File: config.mk
export PLATFORM = sky130hd
export DESIGN_NAME = byte_striping_param
export DESIGN_NICKNAME = d
export VERILOG_FILES = /design/src/rtl/byte_striping_pkg.sv /design/src/rtl/byte_striping_param_group_reg.sv /design/src/rtl/byte_striping_param.sv
export SDC_FILE = /design/constraint.sdc
export NUM_CORES = 1
export LEC_CHECK = 0
export CAP_MARGIN = 20
export CORE_ASPECT_RATIO = 1.5
export CORE_MARGIN = 4
export CORE_UTILIZATION = 35
export DETAILED_ROUTE_END_ITERATION = 16
export MAX_ROUTING_LAYER = met4
export PLACE_DENSITY = 0.56
export SYNTH_ARGS = -nofsm -noshare
export SYNTH_HDL_FRONTEND = slang
export SYNTH_SLANG_ARGS = --single-unit
File: constraint.sdc
create_clock -name clk -period 2.5 [get_ports clk]
set_input_delay 0.625 -clock clk [delete_from_list [all_inputs] [get_ports clk]]
set_output_delay 0.625 -clock clk [all_outputs]
set_load 0.01 [all_outputs]
File: src/rtl/byte_striping_pkg.sv
// rtl/byte_striping_pkg.sv - shared types, lane-mode encodings and decode helper for the byte striper
package byte_striping_pkg;

    localparam int BYTE_W_DEFAULT = 8;

    // lane_mode encodings: active lanes = 1 << lane_mode
    localparam int MODE_1LANE = 0;
    localparam int MODE_2LANE = 1;
    localparam int MODE_4LANE = 2;
    localparam int MODE_8LANE = 3;

    typedef enum logic {
        ST_IDLE = 1'b0,
        ST_FILL = 1'b1
    } stripe_state_e;

    // Decode lane_mode to an active lane count, clamping modes above max_log2.
    function automatic int unsigned mode_to_lanes(input int unsigned mode,
                                                  input int unsigned max_log2);
        int unsigned m;
        m = (mode > max_log2) ? max_log2 : mode;
        return 32'd1 << m;
    endfunction

endpackage

File: src/rtl/byte_striping_param_group_reg.sv
// rtl/byte_striping_param_group_reg.sv - parallel group output register with valid/ready hold
// Ports: clk, reset (async active-low), load_i/load_data_i/load_vld_i (new group),
//        grp_rdy_i (downstream consume), lanes_data_o/lanes_vld_o/grp_vld_o (presented group).
module striping_group_reg #(
    parameter int NUM_LANES = 4,
    parameter int BYTE_W    = 8
) (
    input  logic                        clk,
    input  logic                        reset,
    input  logic                        load_i,
    input  logic [NUM_LANES*BYTE_W-1:0] load_data_i,
    input  logic [NUM_LANES-1:0]        load_vld_i,
    input  logic                        grp_rdy_i,
    output logic [NUM_LANES*BYTE_W-1:0] lanes_data_o,
    output logic [NUM_LANES-1:0]        lanes_vld_o,
    output logic                        grp_vld_o
);

    logic [NUM_LANES*BYTE_W-1:0] data_q;
    logic [NUM_LANES-1:0]        vld_q;
    logic                        grp_vld_q;

    // The upstream only asserts load_i when the register is free or being
    // consumed this edge, so a load always overrides the consume.
    always_ff @(posedge clk or negedge reset) begin
        if (!reset) begin
            data_q    <= '0;
            vld_q     <= '0;
            grp_vld_q <= 1'b0;
        end else if (load_i) begin
            data_q    <= load_data_i;
            vld_q     <= load_vld_i;
            grp_vld_q <= 1'b1;
        end else if (grp_vld_q && grp_rdy_i) begin
            vld_q     <= '0;
            grp_vld_q <= 1'b0;
        end
    end

    assign lanes_data_o = data_q;
    assign lanes_vld_o  = vld_q;
    assign grp_vld_o    = grp_vld_q;

endmodule

File: src/rtl/byte_striping_param.sv
// rtl/byte_striping_param.sv - round-robin serial-to-parallel byte striper with runtime lane count
// Ports: clk, reset (async active-low), in_data/in_vld/in_rdy (serial bytes), lane_mode (active
//        lanes = 1<<lane_mode, clamped), lanes_data/lanes_vld/grp_vld/grp_rdy (group output),
//        counter (next lane to fill).
// Optional: define BYTE_STRIPING_FLUSH_EN to flush a partial group after FLUSH_TIMEOUT idle cycles.
module byte_striping_param
    import byte_striping_pkg::*;
#(
    parameter int NUM_LANES     = 4,
    parameter int BYTE_W        = BYTE_W_DEFAULT,
    parameter int FLUSH_TIMEOUT = 8,
    localparam int CNT_W        = $clog2(NUM_LANES),
    localparam int MODE_W       = $clog2($clog2(NUM_LANES) + 1)
) (
    input  logic                        clk,
    input  logic                        reset,
    input  logic [BYTE_W-1:0]           in_data,
    input  logic                        in_vld,
    output logic                        in_rdy,
    input  logic [MODE_W-1:0]           lane_mode,
    output logic [NUM_LANES*BYTE_W-1:0] lanes_data,
    output logic [NUM_LANES-1:0]        lanes_vld,
    output logic                        grp_vld,
    input  logic                        grp_rdy,
    output logic [CNT_W-1:0]            counter
);

    stripe_state_e                      state_q, state_d;
    logic [CNT_W-1:0]                   counter_q, counter_d;
    logic [CNT_W:0]                     n_act_q, n_act_d, n_eff;
    logic [NUM_LANES-1:0][BYTE_W-1:0]   acc_q, acc_d;
    logic [NUM_LANES-1:0][BYTE_W-1:0]   load_data;
    logic [NUM_LANES-1:0]               load_vld;
    logic                               last_slot, accept, complete, flush_fire, load;

    // At the start of a group the lane count comes straight from lane_mode so
    // that the first byte of a 1-lane group is already treated as the last one.
    assign n_eff     = (counter_q == '0)
                     ? (CNT_W+1)'(mode_to_lanes(32'(lane_mode), CNT_W))
                     : n_act_q;
    assign last_slot = ({1'b0, counter_q} == (n_eff - 1'b1));
    assign in_rdy    = !last_slot || !grp_vld || grp_rdy;
    assign accept    = in_vld && in_rdy;
    assign complete  = accept && last_slot;
    assign load      = complete || flush_fire;

`ifdef BYTE_STRIPING_FLUSH_EN
    localparam int TMR_W = $clog2(FLUSH_TIMEOUT + 1);
    logic [TMR_W-1:0] timer_q, timer_d;

    assign flush_fire = (state_q == ST_FILL) && !accept
                     && (timer_q == TMR_W'(FLUSH_TIMEOUT)) && (!grp_vld || grp_rdy);

    always_comb begin
        timer_d = timer_q;
        if (state_q != ST_FILL || accept || flush_fire) begin
            timer_d = '0;
        end else if (timer_q != TMR_W'(FLUSH_TIMEOUT)) begin
            timer_d = timer_q + 1'b1;
        end
    end

    always_ff @(posedge clk or negedge reset) begin
        if (!reset) begin
            timer_q <= '0;
        end else begin
            timer_q <= timer_d;
        end
    end
`else
    assign flush_fire = 1'b0;
`endif

    always_comb begin
        acc_d     = acc_q;
        n_act_d   = n_act_q;
        counter_d = counter_q;
        load_data = '0;
        load_vld  = '0;
        if (accept) begin
            acc_d[counter_q] = in_data;
            counter_d        = counter_q + 1'b1;
            if (counter_q == '0) begin
                n_act_d = n_eff;
            end
        end
        if (load) begin
            counter_d = '0;
        end
        // Lanes beyond the fill point may hold stale bytes from earlier groups.
        for (int i = 0; i < NUM_LANES; i++) begin
            load_vld[i]  = complete ? ((CNT_W+1)'(i) < n_eff)
                                    : ((CNT_W+1)'(i) < {1'b0, counter_q});
            load_data[i] = load_vld[i] ? acc_d[i] : '0;
        end
    end

    always_comb begin
        state_d = state_q;
        case (state_q)
            ST_IDLE: if (accept && !complete) state_d = ST_FILL;
            ST_FILL: if (load)                state_d = ST_IDLE;
            default:                          state_d = ST_IDLE;
        endcase
    end

    always_ff @(posedge clk or negedge reset) begin
        if (!reset) begin
            state_q   <= ST_IDLE;
            counter_q <= '0;
            n_act_q   <= (CNT_W+1)'(NUM_LANES);
            acc_q     <= '0;
        end else begin
            state_q   <= state_d;
            counter_q <= counter_d;
            n_act_q   <= n_act_d;
            acc_q     <= acc_d;
        end
    end

    assign counter = counter_q;

    striping_group_reg #(
        .NUM_LANES (NUM_LANES),
        .BYTE_W    (BYTE_W)
    ) u_group_reg (
        .clk          (clk),
        .reset        (reset),
        .load_i       (load),
        .load_data_i  (load_data),
        .load_vld_i   (load_vld),
        .grp_rdy_i    (grp_rdy),
        .lanes_data_o (lanes_data),
        .lanes_vld_o  (lanes_vld),
        .grp_vld_o    (grp_vld)
    );

endmodule

==> results.py, run 1 <==
metrics = {
    "worst_setup_path": {
        "reg2reg_to": "u_group_reg.lanes_data_o[17]",
        "crit_start": "counter[1]",
        "crit_chain": "inv_2 -> ha_4 -> nor3b_4 -> nor2_2 -> inv_2 -> ha_4 -> xnor2_2 -> o2111a_2 -> nand2_2 -> buf_6",
        "crit_arrival_ps": 2130,
        "reg2reg_slack_ps": -100,
        "cp_num_buf_inv": 3,
        "r2r-start": "counter[1]",
        "path_delay_family": "flip-flops",
        "r2r_cells": 13,
        "critical-path-max-stage-delay_ps": 400,
        "cp_max_fo": 5,
        "endpoint": "in_rdy",
        "path_depth": 10,
        "crit_type": "reg -> out",
        "cp-end-kind": "primary output",
        "start_kind": "register",
        "cp_data_required_time_ps": 1880,
        "cp_slowest_cell": "dfrtp_2",
    },
    "layout": {
        "nNetsFinal": 359,
        "diodes": 0,
        "final_area_um2": 4750,
        "syn2layout_area_growth_pct": 52.3,
        "drive_gt1_frac": 0.334,
    },
    "sta": {
        "tightest_slew_ps": 534,
        "slew_violations": 0,
        "min_period_ps": 2760,
        "hold_violations": 0,
        "worst_slack_ps": -260,
        "finalClockSkew_ps": 3.62,
        "relSlewSlack": 0.644,
        "fmax_ghz": 0.362,
        "period_share": 1.10,
        "rsz0062_at_grt": "yes",
        "finalSetupViolations": 35,
    },
    "power_and_ir_drop": {
        "switchingPower_mw": 2.11,
        "intPower_mw": 4.24,
        "power_mw": 6.35,
        "swShare": 0.333,
        "power.leakage_nw": 2.09,
        "clock_power_share": 0.196,
        "power_frac_seq": 0.327,
        "vdd_ir_drop_max_mv": 0.639,
        "powerDensity_nw_per_um2": 1340,
        "combPwrFrac": 0.477,
    },
    "routing": {
        "highest_layer": "met4",
        "wl_met2_um": 4160,
        "post-route-drc-count": 0,
        "vias": 2171,
        "drt.antenna.violating_nets": 0,
        "routed_wl_um": 7630,
        "drt_iter0_markers": 151,
        "viasPerCell": 4.81,
        "met1_length_um": 3100,
        "wl_met3_um": 222,
        "first_pass_iters": 4,
        "wire_per_inst_um": 16.9,
    },
    "clock_network": {
        "clk_path_buf_depth": 2,
        "root_buffer": "clkbuf_16",
        "hold_buffers": 0,
        "clk-insertion-delay-late_ps": 320,
        "cts_max_level": 3,
        "cts_tree": "done",
        "cts.sinks": 74,
        "path_clk_slew_ps": 60,
        "cts_buffers": 9,
    },
    "run": {
        "maxCapViolCount": 0,
    },
    "synthesis": {
        "syn_nets": 273,
        "synth-seq-area-share": 0.595,
        "ys_warn_count": 0,
        "netlist_area_um2": 3120,
        "synth_top_area_cell": "dfrtp_1",
        "synth-main-ff-cell": "dfrtp_1",
        "synthTopCellsByArea": "dfrtp_1, mux2i_1, nand2_1, inv_1, mux2_2",
        "yosys_register_bits": 74,
        "synth_common_cells": "dfrtp_1, nand2_1, inv_1",
        "synth_top_area_frac": 0.586,
        "syn_area_per_cell_um2": 12.3,
        "synth.most_common_cell": "dfrtp_1",
        "yosysUniqueCellTypes": 38,
        "synthArstFlopShare": 1.00,
        "synth_edf_count": 0,
        "synth_cells": 253,
    },
    "die": {
        "die-area_um2": 10500,
        "row_count": 41,
        "dieHeight_um": 124,
        "die_w_um": 85.1,
        "io_pins": 54,
        "core_um2": 8570,
        "initial_utilization": 0.364,
    },
    "global_route": {
        "grt_pass1_wl_um": 11900,
        "antenna_found_initial": 0,
        "grt_start_max_net_pins": 39,
        "grt_pass1_vias": 2232,
        "track_usage": 0.155,
        "grt_overflow_total": 0,
    },
    "placement": {
        "placed_area_um2": 4020,
        "io_buffers": 53,
        "gp_congestion": 0.735,
        "hpwl_um": 5320,
    },
    "hold_path": {
        "hp-class": "in -> async",
    },
    "outcome": {
        "status": "finished with violations",
        "violations": "setup timing",
    },
}
==> timing repair <==
| item | CTS | global route |
|---|---|---|
| buffers inserted | 1 | 3 |
| gates cloned | 0 | 1 |
| endpoints found under the hold margin | 0 | 0 |
| pin swaps | 4 | 8 |
| setup endpoints to repair | 73 | 73 |
| gates resized for setup | 24 | 57 |
==> metal layers <==
metal,vias to the layer above,GRT usage
li1,1025,-
met1,1096,0.184
met2,41,0.255
met3,9,0.0285
met4,0,0.0743
met5,-,-
==> metrics by stage <==
stage,setup slack (ps),TNS [ps],hold WS (ps),std cells,utilization
5_1_grt,-373,-8870,314,451,0.554
4_1_cts,-297,-3200,285,447,0.513
6_report,-260,-2590,279,451,0.554
3_5_place_dp,-871,-42830,459,430,0.470
2_1_floorplan,-188,-3680,329,253,-
3_3_place_gp,-838,-40410,455,430,0.470
==> power by group through the flow <==
stage          combinational, mW  clock [mW]  sequential [mW]
2_1_floorplan               1.31           0             2.06
3_3_place_gp                2.36           0             1.98
3_5_place_dp                2.41           0             1.99
4_1_cts                     2.55        1.28             2.00
5_1_grt                     3.29        1.33             2.13
6_report                    3.03        1.25             2.07
==> layout make-up <==
cell class	count	area (um^2)
well taps	107	134
inverters	29	109
flip-flops and latches	74	1860
multi-input cells	141	1510
clock buffers	13	250
fillers	725	3820
clock inverters	3	40.0
repair buffers	84	847
==> state kept, by name, summed over array words and instances, names as in the netlist <==
name                      cells
u_group_reg.lanes_vld_o       4
counter                       2
u_group_reg.lanes_data_o     32
n_act_q                       3
u_group_reg.grp_vld_o         1
acc_q                        32
==> kinds of logic (layout without fill, tap and decap cells) <==
kind of cell               count (synthesis)  in the layout  synth area share
DFF                                       74             74             0.595
AOI/OAI and AO/OA                         45             46             0.112
buffers and inverters                     39            129            0.0602
muxes                                     35             35             0.122
and+or+nand+nor                           52             52            0.0819
adders and majority gates                  6              6            0.0241
xor gates and xnor gates                   2              2           0.00562
==> cells in the final DEF, fill, tap and decap left out, drive strengths merged, types with 2 or more instances in the layout <==
master / netlist / final
dfrtp: 73 / 73
clkdlybuf4s50: 0 / 49
nand2: 35 / 35
buf: 8 / 33
inv: 29 / 29
o21ai: 26 / 26
mux2i: 25 / 25
clkbuf: 2 / 13
mux2: 10 / 10
a22o: 8 / 8
ha: 6 / 6
nand3: 5 / 5
a21oi: 4 / 4
nor2b: 3 / 3
a21o: 2 / 3
clkinv: 0 / 2
dlygate4sd2: 0 / 2
nor2: 2 / 2
==> how the worst min path moves through the flow <==
stage / end / slack [ps] / cells after the start
finish: u_group_reg.lanes_data_o[22] / 280 / 1
global route: u_group_reg.lanes_data_o[6] / 310 / 1
CTS: u_group_reg.lanes_data_o[6] / 280 / 1
detailed placement: acc_q[2] / 460 / 2
global placement: acc_q[8] / 450 / 2
floorplan: acc_q[0] / 330 / 0
==> worst reg2reg max path, cell delays in order (launching register included) <==
cell and delay [ps]:
dfrtp_2 400, inv_2 80, ha_4 180, nor3b_4 230, nor2_2 80, inv_2 70
ha_4 200, xnor2_2 140, o2111a_2 230, buf_6 170, nand3_4 100, or3_1 320
buf_4 200, o21ai_2 130
(Power assumes the default switching activity.)
==> run 2: changes to the inputs <==
Settings changed: CTS_BUF_LIST set to sky130_fd_sc_hd__clkbuf_8, RECOVER_POWER set to 50.
==> results.py, run 2 (synthesis results as in run 1) <==
metrics = {
    "outcome": {
        "status": "finished with violations",
        "violations": "setup timing",
    },
    "layout": {
        "diodes": 0,
        "syn2layout_area_growth_pct": 48.4,
        "nNetsFinal": 359,
        "multiInputGateArea_um2": 1510,
        "fin_util": 0.540,
        "drive_gt1_frac": 0.328,
        "final_area_um2": 4630,
        "regArea_um2": 1860,
        "final_common_cell": "dfrtp_1",
        "fillers": 743,
        "most-common-layout-cells": "dfrtp_1, clkdlybuf4s50_1, nand2_1",
    },
    "sta": {
        "hold_violations": 0,
        "finalSetupViolations": 34,
        "fmax_ghz": 0.357,
        "rsz0062_at_grt": "yes",
        "finalClockSkew_ps": 8.21,
        "worst_slack_ps": -299,
        "final.setup.tns_ps": -2830,
        "slew_violations": 0,
        "relSlewSlack": 0.186,
        "period_share": 1.12,
        "min_period_ps": 2800,
        "tightest_slew_ps": 1220,
    },
    "worst_setup_path": {
        "r2r-start": "counter[1]",
        "reg2reg_slack_ps": -110,
        "cp_data_required_time_ps": 1880,
        "crit_type": "reg -> out",
        "start_kind": "register",
        "cp-end-kind": "primary output",
        "crit_arrival_ps": 2170,
        "reg2reg_to": "u_group_reg.lanes_data_o[16]",
        "cp_max_fo": 5,
        "r2r_cells": 13,
    },
    "placement": {
        "hpwl_um": 5320,
        "placed_area_um2": 4020,
        "gp_congestion": 0.735,
        "io_buffers": 53,
    },
    "global_route": {
        "grt_overflow_total": 0,
        "antenna_found_initial": 0,
        "grt_pass1_vias": 2214,
        "track_usage": 0.156,
        "grt_pass1_wl_um": 11900,
        "grt_start_max_net_pins": 39,
    },
    "routing": {
        "drt_iter0_markers": 155,
        "routed_wl_um": 7590,
        "drt.antenna.violating_nets": 0,
        "viasPerCell": 4.77,
        "post-route-drc-count": 0,
        "first_pass_iters": 4,
        "wire_per_inst_um": 16.8,
        "vias": 2152,
    },
    "hold_path": {
        "hold_end": "u_group_reg.lanes_data_o[20]",
        "hp-class": "reg -> reg",
        "min_from": "u_group_reg.lanes_data_o[20]",
        "worst_hold_path.num_cells": 2,
    },
    "clock_network": {
        "clk_path_buf_depth": 2,
        "path_clk_slew_ps": 70,
        "cts_tree": "done",
        "clk-insertion-delay-late_ps": 350,
        "hold_buffers": 0,
        "cts.sinks": 74,
        "cts_buffers": 9,
        "root_buffer": "clkbuf_8",
        "cts_max_level": 3,
    },
    "die": {
        "die-area_um2": 10500,
        "initial_utilization": 0.364,
        "row_count": 41,
        "io_pins": 54,
        "dieHeight_um": 124,
        "core_um2": 8570,
        "die_w_um": 85.1,
    },
    "power_and_ir_drop": {
        "power_mw": 5.99,
        "power.leakage_nw": 2.04,
        "vdd_ir_drop_max_mv": 0.571,
        "powerDensity_nw_per_um2": 1290,
    },
    "run": {
        "maxCapViolCount": 0,
    },
}
==> run 2: repair_timing <==
action                     in CTS  in global routing
cloned                          0                  1
gates resized for setup        28                 53
pin swaps                       4                  8
setup endpoints to repair      73                 73
setup buffers                   1                  3
==> run 2: layer usage <==
metal / share of wire / track usage / wire length, um
met5: 0 / - / 0
met4: 0.021 / 0.0713 / 159
met3: 0.033 / 0.0384 / 248
met2: 0.54 / 0.253 / 4100
met1: 0.41 / 0.182 / 3090
==> run 2: where the power goes <==
part	internal (mW)	leakage (nW)	switching, mW
clock network	0.474	0.110	0.421
registers	1.74	0.926	0.333
logic	1.69	1.00	1.33
total	3.91	2.04	2.08
==> run 2: worst max-delay path, stage by stage, from the launching register on <==
cell and delay (ps):
dfrtp_2 410, inv_2 80, ha_4 180, nor3b_4 220, nor2_2 80, inv_2 70
ha_4 200, xnor2_2 140, o2111a_2 230, nand2_2 80, buf_6 140
==> run 2: worst max path at each step <==
stage	startpoint	endpoint	slack (ps)	cells after the start
2_1_floorplan	counter[1]	u_group_reg.lanes_data_o[30]	-190	13
3_3_place_gp	lane_mode[1]	in_rdy	-840	9
3_5_place_dp	lane_mode[1]	in_rdy	-870	9
4_1_cts	counter[1]	in_rdy	-340	10
5_1_grt	counter[1]	in_rdy	-410	10
6_report	counter[1]	in_rdy	-300	10
==> run 2: cell type report <==
class	count	area share
clock inverter	6	0.0111
clock buffer	10	0.0298
tap	107	0.0289
multi-input combinational	141	0.327
sequential	74	0.401
timing repair buffer	84	0.179
inverter	29	0.0235
==> run 2: per-stage QoR <==
step	instances	setup slack [ps]	hold WS [ps]
after floorplan	253	-188	329
after global placement	430	-838	455
after detailed placement	430	-871	459
after CTS	447	-335	250
after global routing	451	-414	507
final	451	-299	482
==> run 3: changes to the inputs <==
Settings changed: ABC_AREA set to 1, PLACE_DENSITY 0.56 to 0.55.
==> results.py, run 3 <==
metrics = {
    "placement": {
        "dp.cells": 606,
        "gp_congestion": 0.865,
        "placed_area_um2": 4360,
        "io_buffers": 53,
        "hpwl_um": 6190,
    },
    "sta": {
        "finalClockSkew_ps": 7.65,
        "min_period_ps": 2640,
        "rsz0062_at_grt": "yes",
        "tightest_slew_ps": 1840,
        "slew_violations": 75,
        "hold_violations": 0,
        "finalSetupViolations": 1,
        "relSlewSlack": -0.230,
        "worst_slack_ps": -142,
        "final.setup.tns_ps": -142,
        "period_share": 1.06,
        "fmax_ghz": 0.378,
    },
    "routing": {
        "drt_iter0_markers": 164,
        "vias": 2994,
        "first_pass_iters": 5,
        "post-route-drc-count": 0,
        "routed_wl_um": 9010,
        "wire_per_inst_um": 14.2,
        "drt.antenna.violating_nets": 0,
        "viasPerCell": 4.74,
    },
    "layout": {
        "final_area_um2": 4730,
        "most-common-layout-cells": "nand2_1, dfrtp_1, clkdlybuf4s50_1",
        "nNetsFinal": 532,
        "final_common_cell": "nand2_1",
        "diodes": 0,
        "stdcell_count": 632,
        "drive_gt1_frac": 0.180,
        "syn2layout_area_growth_pct": 34.8,
    },
    "power_and_ir_drop": {
        "power.leakage_nw": 2.39,
        "power_mw": 6.32,
        "vdd_ir_drop_max_mv": 0.520,
        "powerDensity_nw_per_um2": 1340,
    },
    "global_route": {
        "track_usage": 0.163,
        "grt_start_max_net_pins": 75,
        "grt_overflow_total": 0,
        "grt_pass1_vias": 2980,
        "antenna_found_initial": 0,
        "grt_pass1_wl_um": 14700,
    },
    "synthesis": {
        "syn_nets": 448,
        "synthTopCellsByArea": "dfrtp_1, nand2_1, nand3_1, a21oi_1, nor2_1",
        "netlist_area_um2": 3510,
        "synth_top_area_frac": 0.521,
        "synth_top_area_cell": "dfrtp_1",
        "synthArstFlopShare": 1.00,
        "yosys_register_bits": 74,
        "synth_edf_count": 0,
        "syn_area_per_cell_um2": 8.19,
        "synth_cells": 428,
        "synth_common_cells": "nand2_1, dfrtp_1, nand3_1",
        "synth.most_common_cell": "nand2_1",
        "yosysUniqueCellTypes": 25,
        "synth-main-ff-cell": "dfrtp_1",
        "ys_warn_count": 0,
        "synth-seq-area-share": 0.529,
    },
    "clock_network": {
        "cts_buffers": 9,
        "root_buffer": "clkbuf_8",
        "cts_tree": "done",
        "clk-insertion-delay-late_ps": 350,
        "clk_path_buf_depth": 2,
        "cts.sinks": 74,
        "path_clk_slew_ps": 70,
        "cts_max_level": 3,
    },
    "worst_setup_path": {
        "r2r_cells": 14,
        "start_kind": "register",
        "crit_type": "reg -> out",
        "path_common_cell": "ha_4",
        "reg2reg_slack_ps": 20,
        "cp_slowest_cell": "dfrtp_2",
        "crit_chain": "inv_2 -> ha_4 -> o21ai_2 -> nand2_4 -> inv_4 -> ha_4 -> xor2_4 -> nor2_4 -> nand3_4 -> buf_6",
        "critical-path-max-stage-delay_ps": 410,
        "cp_max_fo": 7,
        "cp_data_required_time_ps": 1880,
        "reg2reg_to": "n_act_q[0]",
        "r2r-start": "counter[1]",
        "cp-end-kind": "primary output",
        "crit_arrival_ps": 2020,
    },
    "die": {
        "io_pins": 54,
        "core_um2": 9740,
        "dieHeight_um": 131,
        "initial_utilization": 0.360,
        "die-area_um2": 11700,
        "die_w_um": 89.7,
        "row_count": 44,
    },
    "hold_path": {
        "min_from": "u_group_reg.lanes_data_o[7]",
        "hold_end": "u_group_reg.lanes_data_o[7]",
        "hp-class": "reg -> reg",
        "worst_hold_path.num_cells": 2,
    },
    "run": {
        "maxCapViolCount": 1,
    },
    "outcome": {
        "violations": "capacitance limit, slew limit, setup timing",
        "status": "finished with violations",
    },
}
[run 3: cell count changes in the layout (fill, tap and decap cells not counted), sizes merged, moves of 15 or more]
cell | before | now
a21oi | 4 | 28
o21ai | 26 | 11
mux2i | 25 | 0
nor2 | 2 | 34
nand3 | 5 | 45
nand2 | 35 | 181
[run 3: what timing repair did]
| item | CTS | global route |
|---|---|---|
| endpoints found under the setup margin | 70 | 70 |
| setup buffers | 5 | 4 |
| cloned | 0 | 2 |
| hold buffers | 0 | 0 |
| gates resized for setup | 12 | 15 |
| pin swaps | 4 | 3 |
[run 3: cell families (layout without fill, tap and decap cells)]
| kind of cell | count (synthesis) | count (layout) | share of synthesized area |
|---|---|---|---|
| simple gates | 262 | 262 | 0.317 |
| buf+inv | 42 | 131 | 0.0614 |
| xor+xnor | 1 | 1 | 0.00250 |
| compound gates | 39 | 39 | 0.0567 |
| flops | 74 | 74 | 0.529 |
| mux | 4 | 4 | 0.0128 |
| fa+ha+maj | 6 | 6 | 0.0214 |
[run 3: per-layer routing]
layer	part of all wire	global-route usage
met2	0.52	0.282
met3	0.037	0.0241
met5	0	-
met1	0.42	0.188
met4	0.021	0.0785
[run 3: how the worst max path moves through the flow]
| stage | start | endpoint | slack, ps | cells past startpoint |
|---|---|---|---|---|
| 3_3_place_gp | lane_mode[1] | in_rdy | -660 | 12 |
| 6_report | counter[1] | in_rdy | -140 | 10 |
| 4_1_cts | counter[0] | in_rdy | -160 | 11 |
| 3_5_place_dp | lane_mode[1] | in_rdy | -720 | 12 |
| 2_1_floorplan | counter[1] | in_rdy | 3 | 12 |
| 5_1_grt | counter[1] | in_rdy | -250 | 10 |
[run 3: critical path, delay by kind of cell, from the launching register on]
kind	cells	cell delay (ps)
adders and majority gates	2	440
buffers and inverters	3	250
AOI/OAI and AO/OA	1	100
DFF	1	410
xor gates and xnor gates	1	150
and+or+nand+nor	3	310
[run 3: cell type report]
type                            instances  area, um^2
Multi-Input combinational cell        312        1530
Timing Repair Buffer                   93         895
Clock buffer                           11         151
Sequential cell                        74        1860
Clock inverter                          5        61.3
Inverter                               22        87.6
Fill cell                             933        5020
Tap cell                              115         144
[run 3: metrics by stage]
step / setup slack, ps / hold WS (ps) / util
after CTS: -157 / 306 / 0.474
after global routing: -245 / 501 / 0.485
final: -142 / 480 / 0.485
after floorplan: 2.55 / 329 / -
after global placement: -657 / 467 / 0.447
after detailed placement: -723 / 465 / 0.447
[run 3: report_power, final]
part	internal (mW)	switching, mW	leakage [nW]	total (mW)
clock	0.519	0.465	0.0982	0.984
combinational	1.64	1.74	1.35	3.38
sequential	1.71	0.252	0.946	1.96
total	3.86	2.46	2.39	6.32
